File: src/rtl/uart_echo_fifo.sv
// uart_echo_fifo
//   Serial echo engine: a UART receiver feeds characters into a circular FIFO
//   and a UART transmitter drains it, so every correctly framed character
//   received on `in` is retransmitted on `out` in order. Back-to-back input
//   and transmit stalls (tx_pause) are absorbed by the FIFO.
//
// Parameters
//   CLKS_PER_BIT  clock cycles per serial bit (>= 4)
//   DATA_BITS     data bits per character (5..9), LSB first
//   FIFO_AW       FIFO address width, depth = 2**FIFO_AW
//
// Ports
//   clk         rising-edge clock
//   reset       asynchronous active-high reset
//   in          serial RX line (idles high, asynchronous to clk)
//   out         serial TX line (idles high)
//   tx_pause    holds TX in IDLE; a frame in progress still completes
//   clr_err     synchronous clear of the sticky error flags
//   fifo_count  characters currently held in the FIFO
//   rx_busy     RX FSM not in IDLE (registered)
//   tx_busy     TX FSM not in IDLE (registered)
//   overflow    sticky: good character dropped because the FIFO was full
//   frame_err   sticky: stop bit sampled low
//   parity_err  sticky: parity mismatch (constant 0 without parity)
//
// Build option
//   UART_ECHO_PARITY_EN  when defined, both directions carry an even-parity
//                        bit between the data and the stop bit.

module uart_echo_fifo #(
  parameter int CLKS_PER_BIT = 434,
  parameter int DATA_BITS    = 8,
  parameter int FIFO_AW      = 4
) (
  input  logic             clk,
  input  logic             reset,
  input  logic             in,
  output logic             out,
  input  logic             tx_pause,
  input  logic             clr_err,
  output logic [FIFO_AW:0] fifo_count,
  output logic             rx_busy,
  output logic             tx_busy,
  output logic             overflow,
  output logic             frame_err,
  output logic             parity_err
);

  localparam int CW    = $clog2(CLKS_PER_BIT);
  localparam int BW    = $clog2(DATA_BITS);
  localparam int DEPTH = 2 ** FIFO_AW;

  localparam logic [CW-1:0]    BIT_LAST   = CW'(CLKS_PER_BIT - 1);
  localparam logic [CW-1:0]    HALF_LAST  = CW'(CLKS_PER_BIT / 2 - 1);
  localparam logic [BW-1:0]    DATA_LAST  = BW'(DATA_BITS - 1);
  localparam logic [FIFO_AW:0] FULL_COUNT = (FIFO_AW + 1)'(DEPTH);

  localparam logic [2:0] S_IDLE   = 3'd0;
  localparam logic [2:0] S_START  = 3'd1;
  localparam logic [2:0] S_DATA   = 3'd2;
`ifdef UART_ECHO_PARITY_EN
  localparam logic [2:0] S_PARITY = 3'd3;
`endif
  localparam logic [2:0] S_STOP   = 3'd4;

  // ---------------- input synchroniser + falling-edge detect ----------------
  logic in_meta_reg, in_sync_reg, in_prev_reg;
  logic start_edge;

  always_ff @(posedge clk or posedge reset) begin
    if (reset) begin
      in_meta_reg <= 1'b1;
      in_sync_reg <= 1'b1;
      in_prev_reg <= 1'b1;
    end else begin
      in_meta_reg <= in;
      in_sync_reg <= in_meta_reg;
      in_prev_reg <= in_sync_reg;
    end
  end

  // Edge (not level) so a line held low after a framing error cannot retrigger.
  assign start_edge = in_prev_reg & ~in_sync_reg;

  // ---------------- RX FSM ----------------
  logic [2:0]           rx_state_reg, rx_state_next;
  logic [CW-1:0]        rx_cnt_reg, rx_cnt_next;
  logic [BW-1:0]        rx_bit_reg, rx_bit_next;
  logic [DATA_BITS-1:0] rx_shift_reg, rx_shift_next;
  logic                 push_req, frame_set;
`ifdef UART_ECHO_PARITY_EN
  logic                 rx_par_bad_reg, rx_par_bad_next;
  logic                 parity_set;
`endif

  always_comb begin
    rx_state_next = rx_state_reg;
    rx_cnt_next   = rx_cnt_reg;
    rx_bit_next   = rx_bit_reg;
    rx_shift_next = rx_shift_reg;
    push_req      = 1'b0;
    frame_set     = 1'b0;
`ifdef UART_ECHO_PARITY_EN
    rx_par_bad_next = rx_par_bad_reg;
    parity_set      = 1'b0;
`endif
    case (rx_state_reg)
      S_IDLE: begin
        if (start_edge) begin
          rx_state_next = S_START;
          rx_cnt_next   = '0;
          rx_bit_next   = '0;
        end
      end
      S_START: begin
        if (rx_cnt_reg == HALF_LAST) begin
          rx_cnt_next   = '0;
          // A high sample at mid start bit is a glitch: drop back quietly.
          rx_state_next = in_sync_reg ? S_IDLE : S_DATA;
        end else begin
          rx_cnt_next = rx_cnt_reg + 1'b1;
        end
      end
      S_DATA: begin
        if (rx_cnt_reg == BIT_LAST) begin
          rx_cnt_next   = '0;
          rx_shift_next = {in_sync_reg, rx_shift_reg[DATA_BITS-1:1]};
          if (rx_bit_reg == DATA_LAST) begin
`ifdef UART_ECHO_PARITY_EN
            rx_state_next = S_PARITY;
`else
            rx_state_next = S_STOP;
`endif
          end else begin
            rx_bit_next = rx_bit_reg + 1'b1;
          end
        end else begin
          rx_cnt_next = rx_cnt_reg + 1'b1;
        end
      end
`ifdef UART_ECHO_PARITY_EN
      S_PARITY: begin
        if (rx_cnt_reg == BIT_LAST) begin
          rx_cnt_next     = '0;
          rx_par_bad_next = in_sync_reg ^ (^rx_shift_reg);
          rx_state_next   = S_STOP;
        end else begin
          rx_cnt_next = rx_cnt_reg + 1'b1;
        end
      end
`endif
      S_STOP: begin
        if (rx_cnt_reg == BIT_LAST) begin
          rx_cnt_next   = '0;
          rx_state_next = S_IDLE;
          if (!in_sync_reg) begin
            frame_set = 1'b1;
`ifdef UART_ECHO_PARITY_EN
          end else if (rx_par_bad_reg) begin
            parity_set = 1'b1;
`endif
          end else begin
            push_req = 1'b1;
          end
        end else begin
          rx_cnt_next = rx_cnt_reg + 1'b1;
        end
      end
      default: rx_state_next = S_IDLE;
    endcase
  end

  // ---------------- FIFO ----------------
  logic [DATA_BITS-1:0] mem [DEPTH];
  logic [DATA_BITS-1:0] rd_data_reg;
  logic [FIFO_AW-1:0]   wr_ptr_reg, rd_ptr_reg;
  logic [FIFO_AW:0]     count_reg;
  logic                 pop, push_ok, overflow_set;

  // A full FIFO still takes a push when the same cycle pops.
  assign push_ok      = push_req & ((count_reg != FULL_COUNT) | pop);
  assign overflow_set = push_req & ~push_ok;

  // Storage has no reset so it maps onto block RAM; read is registered on pop.
  // When full with a simultaneous push, this reads the old entry first.
  always_ff @(posedge clk) begin
    if (push_ok) mem[wr_ptr_reg] <= rx_shift_reg;
    if (pop)     rd_data_reg     <= mem[rd_ptr_reg];
  end

  always_ff @(posedge clk or posedge reset) begin
    if (reset) begin
      wr_ptr_reg <= '0;
      rd_ptr_reg <= '0;
      count_reg  <= '0;
    end else begin
      if (push_ok) wr_ptr_reg <= wr_ptr_reg + 1'b1;
      if (pop)     rd_ptr_reg <= rd_ptr_reg + 1'b1;
      case ({push_ok, pop})
        2'b10:   count_reg <= count_reg + 1'b1;
        2'b01:   count_reg <= count_reg - 1'b1;
        default: count_reg <= count_reg;
      endcase
    end
  end

  // ---------------- TX FSM ----------------
  logic [2:0]    tx_state_reg, tx_state_next;
  logic [CW-1:0] tx_cnt_reg, tx_cnt_next;
  logic [BW-1:0] tx_bit_reg, tx_bit_next;
  logic          out_reg, out_next;
  logic          tx_eval_idle;

  always_comb begin
    tx_state_next = tx_state_reg;
    tx_cnt_next   = tx_cnt_reg;
    tx_bit_next   = tx_bit_reg;
    out_next      = out_reg;
    tx_eval_idle  = 1'b0;
    pop           = 1'b0;
    case (tx_state_reg)
      S_IDLE: tx_eval_idle = 1'b1;
      S_START: begin
        if (tx_cnt_reg == BIT_LAST) begin
          tx_cnt_next   = '0;
          tx_bit_next   = '0;
          tx_state_next = S_DATA;
          out_next      = rd_data_reg[0];
        end else begin
          tx_cnt_next = tx_cnt_reg + 1'b1;
        end
      end
      S_DATA: begin
        if (tx_cnt_reg == BIT_LAST) begin
          tx_cnt_next = '0;
          if (tx_bit_reg == DATA_LAST) begin
`ifdef UART_ECHO_PARITY_EN
            tx_state_next = S_PARITY;
            out_next      = ^rd_data_reg;
`else
            tx_state_next = S_STOP;
            out_next      = 1'b1;
`endif
          end else begin
            tx_bit_next = tx_bit_reg + 1'b1;
            out_next    = rd_data_reg[tx_bit_next];
          end
        end else begin
          tx_cnt_next = tx_cnt_reg + 1'b1;
        end
      end
`ifdef UART_ECHO_PARITY_EN
      S_PARITY: begin
        if (tx_cnt_reg == BIT_LAST) begin
          tx_cnt_next   = '0;
          tx_state_next = S_STOP;
          out_next      = 1'b1;
        end else begin
          tx_cnt_next = tx_cnt_reg + 1'b1;
        end
      end
`endif
      S_STOP: begin
        // Last stop cycle behaves like IDLE so queued data goes out gap-free.
        if (tx_cnt_reg == BIT_LAST) tx_eval_idle = 1'b1;
        else                        tx_cnt_next  = tx_cnt_reg + 1'b1;
      end
      default: tx_state_next = S_IDLE;
    endcase

    if (tx_eval_idle) begin
      tx_cnt_next = '0;
      if ((count_reg != '0) && !tx_pause) begin
        pop           = 1'b1;
        tx_state_next = S_START;
        out_next      = 1'b0;
      end else begin
        tx_state_next = S_IDLE;
        out_next      = 1'b1;
      end
    end
  end

  // ---------------- state registers, busy and error flags ----------------
  logic rx_busy_reg, tx_busy_reg, overflow_reg, frame_err_reg;

  always_ff @(posedge clk or posedge reset) begin
    if (reset) begin
      rx_state_reg  <= S_IDLE;
      rx_cnt_reg    <= '0;
      rx_bit_reg    <= '0;
      rx_shift_reg  <= '0;
      tx_state_reg  <= S_IDLE;
      tx_cnt_reg    <= '0;
      tx_bit_reg    <= '0;
      out_reg       <= 1'b1;
      rx_busy_reg   <= 1'b0;
      tx_busy_reg   <= 1'b0;
      overflow_reg  <= 1'b0;
      frame_err_reg <= 1'b0;
    end else begin
      rx_state_reg <= rx_state_next;
      rx_cnt_reg   <= rx_cnt_next;
      rx_bit_reg   <= rx_bit_next;
      rx_shift_reg <= rx_shift_next;
      tx_state_reg <= tx_state_next;
      tx_cnt_reg   <= tx_cnt_next;
      tx_bit_reg   <= tx_bit_next;
      out_reg      <= out_next;
      // Registered from the next state so busy lines up with the state register.
      rx_busy_reg  <= (rx_state_next != S_IDLE);
      tx_busy_reg  <= (tx_state_next != S_IDLE);
      // A new error outranks a simultaneous clear.
      if (overflow_set) overflow_reg <= 1'b1;
      else if (clr_err) overflow_reg <= 1'b0;
      if (frame_set)    frame_err_reg <= 1'b1;
      else if (clr_err) frame_err_reg <= 1'b0;
    end
  end

`ifdef UART_ECHO_PARITY_EN
  logic parity_err_reg;

  always_ff @(posedge clk or posedge reset) begin
    if (reset) begin
      rx_par_bad_reg <= 1'b0;
      parity_err_reg <= 1'b0;
    end else begin
      rx_par_bad_reg <= rx_par_bad_next;
      if (parity_set)   parity_err_reg <= 1'b1;
      else if (clr_err) parity_err_reg <= 1'b0;
    end
  end

  assign parity_err = parity_err_reg;
`else
  assign parity_err = 1'b0;
`endif

  assign out        = out_reg;
  assign fifo_count = count_reg;
  assign rx_busy    = rx_busy_reg;
  assign tx_busy    = tx_busy_reg;
  assign overflow   = overflow_reg;
  assign frame_err  = frame_err_reg;

endmodule

File: config.mk
export PLATFORM = sky130hd
export DESIGN_NAME = uart_echo_fifo
export DESIGN_NICKNAME = d
export VERILOG_FILES = /design/src/rtl/uart_echo_fifo.sv
export SDC_FILE = /design/constraint.sdc
export NUM_CORES = 1
export LEC_CHECK = 0
export ABC_AREA = 1
export BUFFER_PORTS_ARGS = -buffer_cell sky130_fd_sc_hd__buf_2
export CORE_ASPECT_RATIO = 1.2
export CORE_MARGIN = 2
export CORE_UTILIZATION = 30
export CTS_BUF_LIST = sky130_fd_sc_hd__clkbuf_16
export DETAILED_ROUTE_END_ITERATION = 10
export HOLD_SLACK_MARGIN = 0.1
export PLACE_DENSITY = 0.48
export SYNTH_ARGS = -nofsm -noshare
export SYNTH_HDL_FRONTEND = slang
export SYNTH_SLANG_ARGS = --single-unit
File: constraint.sdc
create_clock -name clk -period 5.1 [get_ports clk]
set_input_delay 0.255 -clock clk [delete_from_list [all_inputs] [get_ports clk]]
set_output_delay 0.255 -clock clk [all_outputs]
set_load 0.05 [all_outputs]
==> metrics <==
vias per cell 4.572; Final Util 0.3437; hpwl dp 12.56 mm; EDFF count, synth 136; CP endpoint kind flip-flop; Worst-path clk slew 70 ps; first-pass GRT wire length 31.02 mm; Root Buffer clkbuf_16; vias in the first global route 5,523; detailed-route via count 5,372; final setup violating endpoints 0; Num CTS Buffers 17; Area growth syn-to-layout 13.42%; r2r setup slk 2320 ps; sequential share of the synthesized area 0.6424; largest net degree at the start of global routing 68; Critical Path AT 2820 ps; CTS tree done; gr usage total 0.1328; H-tree levels 4; transition time of the tightest slew-check pin 1328 ps; period utilisation layout 0.5444; share of cells above drive strength 1 0.1101; CTS max path bufs 2; I/O Buffers 14; ys async rst share 0.3026; Syn Nets 782; placeable core area 28,590 um2; total wire length 19.10 mm; Post-Syn Area 8663 um2; Crit path required time 5140 ps; Max-cap violations 0; Synth warnings 0; Slew Viols, Final 0; most frequent cell after synthesis edfxtp_1; initial antenna violation count 0; crit path launch type flip-flop; Chip Height 190.2 um; Syn Inst Count 759; drt pass-1 iters 5; fin worst setup slack 2324 ps; Setup CP Type reg -> reg; Non-Filler Instances 1,175; Max IR drop VDD 208.7 uV; total power 3297 uW; synthesis-stage register bit count 195; top cells by area, synth edfxtp_1 47%, dfrtp_1 16%, nand2_1 4.8%, inv_1 3.9%, mux2i_1 3.7%; maximum clock rate 360.2 MHz; count of final hold-check violations 0; share of the synthesized area in the top cell type 0.4714; Setup WS pre-CTS 2261 ps; NumNets Final 800; Worst-Skew Late Latency 440 ps; gpl congestion 0.7819; Final ANT Viol Nets 0; PD cells 335.6 nW/um2; die width 159.1 um; initial core utilization 0.3030; Yosys cell types 47; top_reg_cell synth edfxtp_1; max reg flops 128; Die ar. 30,260 um2; Boundary Pins 16; Setup Buffers After CTS 0; area leader, netlist edfxtp_1; worst-path maximum fanout 8; Syn Area/Cell 11.41 um2; Pleak 0.004073 uW; DRC 0; unrepaired setup endpoints after global routing false; Worst Skew 8.566 ps; setup TNS 0 ps; # diodes 0; CTS sink cnt 195; drt wl/cell 16.25 um; Row Count 68; normalized max-slew margin 0.1079; status complete, no violations; initial DRC count 388; hold crit path type in -> reg; grt total ovfl 0; placed cells 1,140; Synth top cells by count 136 x edfxtp_1, 110 x nand2_1, 90 x inv_1; Final Critical Period 2776 ps
## layout by cell type, fill, tap and decap left out, types with 2 or more instances in the layout
cell           count
dfstp_2            4
nand3_1           37
buf_4              6
nand2_1          110
inv_2             10
o21ai_1            3
nor2_2             3
a21oi_1           44
edfxtp_1         136
o211ai_1          33
clkbuf_16         17
inv_1             90
clkinv_1           3
buf_2             14
bufinv_16          5
nand4_1            8
a31oi_1            3
nand2_2            5
o21ai_0           51
xnor2_1            4
dfrtp_1           54
a32o_1             2
nor2_1            45
nor2_8             2
o22ai_1            4
nand3_2            3
clkinvlp_4         3
nand2_4            2
mux2i_1           32
inv_6              2
dlygate4sd3_1      3
nor3_1             8
ha_1              17
xor2_1             7
## metrics by stage
step / instance area [um2] / hold slack (ps)
floorplan: 8663 / 259.5
global placement: 9156 / 346.3
detailed placement: 9156 / 350.7
CTS: 9826 / 333.3
global route: 9826 / 344.8
finish: 9826 / 334.2
## critical path, stage by stage (launching register included)
cell     delay (ps)
dfrtp_1         390
inv_1            80
ha_1            130
nand2_1          50
nor2_1          130
nand3_1          90
nand2_1          80
nand2_2         130
nand3_2         170
nand2_1         100
nor3_1         1010
## routing by layer
metal / share of wire / vias to the layer above / track usage
met3: 0.021 / 21 / 0.02529
met5: 0 / - / 0
met2: 0.51 / 63 / 0.2301
li1: - / 2669 / -
met1: 0.45 / 2619 / 0.1652
met4: 0.019 / 0 / 0.04930
## layout make-up
class,instances,area [um2]
Sequential cell,195,5569
Clock inverter,15,214.0
Fill cell,2882,18760
Timing Repair Buffer,23,145.1
Tap cell,385,481.7
Inverter,100,377.9
Multi-Input combinational cell,440,2613
Clock buffer,17,425.4
## power by group
group,internal (uW),switching [uW]
Clock,867,592
Sequential,1700,21.4
Combinational,36.2,78.0
Total,2610,692
## repair_timing
item	in CTS	in global routing
hold buffers	3	0
gates resized for setup	0	0
endpoints found under the hold margin	58	0
## worst paths after layout
kind | to | cells after the start | start
min reg2reg | in_sync_reg | 0 | in_meta_reg
max | mem[15][4] | 10 | tx_cnt_reg[1]
max in group asynchronous | rd_ptr_reg[0] | 4 | reset
min | rd_data_reg[0] | 4 | tx_pause
max reg2reg | mem[15][4] | 10 | tx_cnt_reg[1]
min in group asynchronous | fifo_count[2] | 4 | reset
## kinds of logic (layout without fill, tap and decap cells)
kind of cell	after synthesis	after routing	share of synthesized area
simple gates	229	229	0.1241
flops	195	195	0.6424
compound gates	148	148	0.1002
buf+inv	124	155	0.05604
mux	32	32	0.03697
fa+ha+maj	18	18	0.02686
xor+xnor	12	12	0.01300
other cells	1	1	0.0004329
No activity file was read; power rests on OpenSTA's default activity.
